[config.mk]
export PLATFORM = sky130hd
export DESIGN_NAME = spi_fsm
export DESIGN_NICKNAME = d
export VERILOG_FILES = /design/src/rtl/spi_fsm_pkg.sv /design/src/rtl/spi_fsm.sv
export SDC_FILE = /design/constraint.sdc
export NUM_CORES = 1
export LEC_CHECK = 0
export ABC_AREA = 1
export CAP_MARGIN = 20
export CORE_UTILIZATION = 51
export CTS_BUF_LIST = sky130_fd_sc_hd__clkbuf_16
export DETAILED_ROUTE_END_ITERATION = 16
export MAX_ROUTING_LAYER = met4
export PLACE_DENSITY = 0.75
export SETUP_SLACK_MARGIN = 0.3
export SYNTH_ARGS = -nofsm -noshare
export SYNTH_HDL_FRONTEND = slang
export SYNTH_SLANG_ARGS = --single-unit
[constraint.sdc]
create_clock -name clk -period 1.55 [get_ports clk]
set_input_delay 0.31 -clock clk [delete_from_list [all_inputs] [get_ports clk]]
set_output_delay 0.31 -clock clk [all_outputs]
set_load 0.01 [all_outputs]
[src/rtl/spi_fsm_pkg.sv]
// Shared types and sizing helpers for the serial-to-parallel frame receiver.
// Latency: n/a (declarations only).
// Backpressure: n/a (declarations only).
//
// Contents:
//   state_t                - 2-bit FSM state encoding (IDLE/SHIFT/DONE)
//   PARALLEL_WIDTH_DEFAULT - default frame width in bits
//   count_width()          - width of a counter that must hold 0..w
package spi_fsm_pkg;

    typedef enum logic [1:0] {
        IDLE  = 2'b00,
        SHIFT = 2'b01,
        DONE  = 2'b10
    } state_t;

    localparam int PARALLEL_WIDTH_DEFAULT = 8;

    function automatic int count_width(input int w);
        return $clog2(w + 1);
    endfunction

endpackage

[src/rtl/spi_fsm.sv]
// Serial-to-parallel frame receiver: shifts in PARALLEL_WIDTH bits MSB first, publishes the frame.
// Latency: parallel_out/parallel_ready valid the cycle after the edge sampling the last bit.
// Backpressure: none; serial_ready qualifies every bit, a gap mid-frame aborts the frame.
//
// Ports:
//   clk            in   system clock, rising edge
//   resetN         in   asynchronous reset, active-high (1 = reset) despite the name
//   serial_ready   in   bit-valid qualifier, serial_in sampled every edge while high
//   serial_in      in   serial data, frame MSB first
//   parallel_ready out  one-cycle pulse: parallel_out was just loaded with a frame
//   parallel_out   out  last completed frame, held between frames and through aborts
module spi_fsm
    import spi_fsm_pkg::*;
#(
    parameter int PARALLEL_WIDTH = PARALLEL_WIDTH_DEFAULT
) (
    input  logic                      clk,
    input  logic                      resetN,
    input  logic                      serial_ready,
    input  logic                      serial_in,
    output logic                      parallel_ready,
    output logic [PARALLEL_WIDTH-1:0] parallel_out
);

    localparam int W  = PARALLEL_WIDTH;
    localparam int CW = count_width(W);

    // Count value held while waiting for the final bit of a frame: the
    // IDLE/DONE entry already accounts for bit 1, so bit W arrives when
    // count == W-1.
    localparam logic [CW-1:0] LAST_CNT = CW'(W - 1);
    localparam logic [CW-1:0] ONE      = CW'(1);

    state_t          state;
    logic [CW-1:0]   count;
    logic [W-1:0]    shreg;
    logic [W-1:0]    frame_next;

    // The shift register always holds the most recent accepted bits, so
    // on the last bit of a frame its low W-1 bits plus serial_in are
    // exactly the frame (frames are contiguous by construction: any gap
    // aborts).
    assign frame_next = {shreg[W-2:0], serial_in};

    // The oldest bit falls off the top of the shift register and is never
    // consumed; named so the intent is explicit.
    logic shreg_msb_unused;
    assign shreg_msb_unused = shreg[W-1];

    always_ff @(posedge clk or posedge resetN) begin
        if (resetN) begin
            state          <= IDLE;
            count          <= '0;
            shreg          <= '0;
            parallel_out   <= '0;
            parallel_ready <= 1'b0;
        end else begin
            // The shifter runs in every state, independent of the FSM, so
            // the bit accepted in DONE is already in place for the next frame.
            if (serial_ready) begin
                shreg <= frame_next;
            end

            // Pulse output: only the completing edge raises it.
            parallel_ready <= 1'b0;

            case (state)
                IDLE: begin
                    if (serial_ready) begin
                        count <= ONE;
                        state <= SHIFT;
                    end else begin
                        count <= '0;
                    end
                end

                SHIFT: begin
                    if (!serial_ready) begin
                        // Gap inside a frame: drop it, keep the old output.
                        count <= '0;
                        state <= IDLE;
                    end else if (count == LAST_CNT) begin
                        parallel_out   <= frame_next;
                        parallel_ready <= 1'b1;
                        count          <= '0;
                        state          <= DONE;
                    end else begin
                        count <= count + ONE;
                    end
                end

                DONE: begin
                    // A bit arriving here is bit 1 of the next frame, which
                    // is what makes back-to-back frames lossless.
                    if (serial_ready) begin
                        count <= ONE;
                        state <= SHIFT;
                    end else begin
                        count <= '0;
                        state <= IDLE;
                    end
                end

                default: begin
                    // Unused encoding 2'b11 falls back to IDLE.
                    count <= '0;
                    state <= IDLE;
                end
            endcase
        end
    end

endmodule

---- Word-level counts from Yosys, hierarchy flattened ----
Index checks and enable logic that the tools add are counted.
W data, S select, Z words.
word-level totals
  flip-flop bits (word level) ............. 22
  bits of input ports ..................... 4
  output and inout port bits .............. 9
  logic and storage cells ................. 27
operators by class
  $add $sub $neg .......................... 1
  eq/ne operators ......................... 5
  mux-type cells .......................... 12
  reductions and logical operators ........ 4
operators with widths
  kind                   number
  $mux W4                2
  $pmux W4 S2            1
  $mux W2                3
  $pmux W2 S3            1
  $mux W1                5
  $add A4 B1 Y4 const B  1
  $eq A4 B3 Y1 const B   1
  $ne A3 B3 Y1 const B   1
  $reduce_and A3 Y1      1
  $eq A2 B1 Y1 const B   1
  $eq A2 B2 Y1 const B   1
  $logic_not A2 Y1       1
  $ne A2 B2 Y1 const B   1
  $reduce_and A2 Y1      1
  $reduce_or A2 Y1       1

---- Logic depth before layout (Yosys ltp) ----
  depth in word-level cells ............... 4
  depth in mapped cells ................... 6
  gate-level depth less buffers ........... 6

---- Least setup slack after synthesis ----
No wires, ideal clock.
  kind .................................... flip-flop to flip-flop
  start ................................... register count[0]
  end ..................................... register parallel_out[0]
  library setup time ...................... 117 ps
  arrival time ............................ 1027 ps
  required time ........................... 1433 ps
  path slack .............................. 406 ps
  cell stages (with the launch flop) ...... 7
  path buffers ............................ 0
  clock period less this slack ............ 1144 ps
  cell sequence ........................... dfrtp_1 ha_1 nand2_2 nor2_8 nand2_4 nand2_1 nand2_1
between the ends
  cells in the longest elaborated chain, start to end .. 2
RTL lines
  item                                line           RTL
  start, declared                     spi_fsm.sv:35  logic [CW-1:0] count;
  start signal, assigned              spi_fsm.sv:88  count <= count + ONE;
  $eq A4 B3 Y1                        spi_fsm.sv:82  end else if (count == LAST_CNT) begin
  $reduce_and A3 Y1 (no source line)  -
  end signal, assigned                spi_fsm.sv:83  parallel_out <= frame_next;
  end, declared                       spi_fsm.sv:22  output logic [PARALLEL_WIDTH-1:0] parallel_out
Every way passes these cells.
A chain may end at the register's enable or synchronous reset.

---- Worst setup path in the final report ----
  start ................................... register parallel_out[0]
  end ..................................... output port parallel_out[0]
No word-level cell between the ends.

==> results_dict.tcl <==
set metrics [dict create \
    synth_top_area_frac 0.585 \
    met3_length_microns 33 \
    cts_buffers 3 \
    synth_area_per_cell_sq_um 9.80 \
    synth.most_common_cell "nand2_1" \
    vias_per_cell 4.86 \
    leakage_nw 0.679 \
    max_stage_delay_ps 380 \
    crit_arrival_ps 920 \
    synth_edf_count 0 \
    grt_pass1_wl_microns 2880 \
    diodes 0 \
    startpoint "parallel_out[0]" \
    fp.coreArea_sq_um 1730 \
    hold_buffers 0 \
    status "finished clean" \
    gr-total-overflow 0 \
    critical_path.cell_chain "dlygate4sd2_1" \
    routedWlPerCell_microns 12.0 \
    critPathCaptureType "output pin" \
    cp_top_family "flip-flops" \
    clock_skew_ps 2.51 \
    syn-cell-area_sq_um 941 \
    place_inst 135 \
    start_util 0.545 \
    routed_wl_microns 1690 \
    clockRootBuffer "clkbuf_16" \
    die_area_sq_um 2020 \
    fin_nets 122 \
    period_minus_slack_ps 1230 \
    htreeDepth 1 \
    ys_warn_count 0 \
    setup_tns_ps 0 \
    yosys_most_used_dff "dfrtp_1" \
    drt_iter0_drc 8 \
    cts_buffer_depth 2 \
    syn_nets 101 \
    synth-async-reset-ratio 1.00 \
    multiInputGateArea_sq_um 350 \
    layout-drive-gt1-share 0.191 \
    worstPathMaxFanout 2 \
    cts.clk_slew.worst_paths_ps 50 \
    top_layer_used "met4" \
    report.final.slew_viol_count 0 \
    dpl_cell_area_sq_um 1100 \
    fillers 153 \
    met1_length_microns 771 \
    synth.area.top_cells "dfrtp_1, nand2_1, nand3_1, nand2_4, buf_6" \
    cp_slowest_cell "dfrtp_1" \
    dp_slack_ps 12.4 \
    worst_pin_slew_ps 277 \
    period_share 0.791 \
    cp-start-kind "flop" \
    fin_cells 140 \
    synth_seq_cells 22 \
    io_pins 13 \
    ant_nets 0 \
    register_area_sq_um 551 \
    port_buffers 12 \
    grt_pass1_vias 631 \
    totalPowerFinal_mw 1.29 \
    grt_max_degree 23 \
    cts_tree "yes" \
    netlist_top_cells_count "nand2_1, dfrtp_1, nand3_1" \
    regToRegSetupSlack_ps 380 \
    power_density_nw_per_um2 1070 \
    cts.sinks 22 \
    rsz0062_at_grt "no" \
    postSynthCellCount 96 \
    postLayoutCellArea_sq_um 1200 \
    relSlewSlack 0.815 \
    vias 681 \
    critPathBufInv 1 \
    critPathKind "flop to output pin" \
    dp_hpwl_microns 1150 \
    place.gp.congestion 0.694 \
    maxCapViolCount 0 \
    yosys.area.top_type "dfrtp_1" \
    wl_met2_microns 856 \
    hold_class "input pin to async pin" \
    area_delta_synth_final_pct 27.8 \
    setup_viol 0 \
    antenna_found_initial 0 \
    die_x_microns 45.0 \
    finalHoldViolations 0 \
    timing.fmax_mhz 816 \
    r2r-end "parallel_out[5]" \
    drc_errors 0 \
    firstDrtPassIters 4 \
    fin_ws_ps 324 \
    clock_latency_ps 250 \
    seq_area_frac_synth 0.585 \
    peakVddDrop_mv 0.770 \
    timing.rr.start "count[1]" \
    synth_cell_type_count 19 \
    die_y_microns 45.0 \
    grt_use_total 0.213 \
    ff2ff_path_depth 6 \
    cp.required_ps 1240 \
    placementRows 15 \
]
## worst max path at each step
stage / endpoint / slack, ps / cells after the start
floorplan: parallel_out[0] / 410 / 6
global placement: parallel_out[2] / 50 / 6
detailed placement: parallel_out[5] / 10 / 6
CTS: parallel_out[0] / 320 / 6
global route: parallel_out[3] / 300 / 6
finish: parallel_out[0] / 320 / 1
## power by group
part	total [mW]	internal (mW)	switching, mW
sequential	0.644	0.610	0.0340
combinational	0.115	0.0516	0.0630
clock	0.526	0.340	0.186
total	1.29	1.00	0.283
## metal layers
layer  global-route usage  up-vias
met1                0.276      326
met4               0.0909        0
met5                    -        -
met3               0.0360        4
met2                0.333       11
li1                     -      340
## what timing repair did
action	CTS	global route
gates resized for setup	11	1
pin swaps	1	1
setup buffers	2	0
setup endpoints to repair	19	8
## kinds of logic after synthesis
logic type      share of synthesized area
simple gates                        0.309
flops                               0.585
buf+inv                            0.0559
compound gates                     0.0372
fa+ha+maj                          0.0133
## metrics by stage
| step | util | hold WS, ps |
|---|---|---|
| after floorplan | - | 299 |
| after global placement | 0.637 | 454 |
| after detailed placement | 0.637 | 459 |
| after CTS | 0.691 | 397 |
| after global routing | 0.696 | 455 |
| final | 0.696 | 387 |
## cell usage in the layout, fill, tap and decap left out, drive strengths merged
| cell type | Yosys | final |
|---|---|---|
| inv | 7 | 7 |
| nor2 | 5 | 5 |
| ha | 1 | 1 |
| dfrtp | 22 | 22 |
| buf | 2 | 6 |
| dlygate4sd2 | 0 | 10 |
| clkdlybuf4s50 | 0 | 2 |
| o21ai | 4 | 4 |
| o21bai | 1 | 1 |
| clkinv | 1 | 1 |
| nand3 | 10 | 10 |
| nand4 | 1 | 1 |
| nor3b | 1 | 1 |
| clkbuf | 0 | 3 |
| nand2 | 41 | 41 |
## sequential cells by signal (all words and copies together) (netlist names)
register and cells:
count 4, shreg 7, parallel_ready 1, state 2
parallel_out 8
## layout make-up
type / count / area share
Clock buffer: 3 / 0.0624
Inverter: 8 / 0.0250
Multi-Input combinational cell: 64 / 0.291
Sequential cell: 22 / 0.458
Tap cell: 25 / 0.0260
Timing Repair Buffer: 18 / 0.137
(Power assumes the default switching activity.)
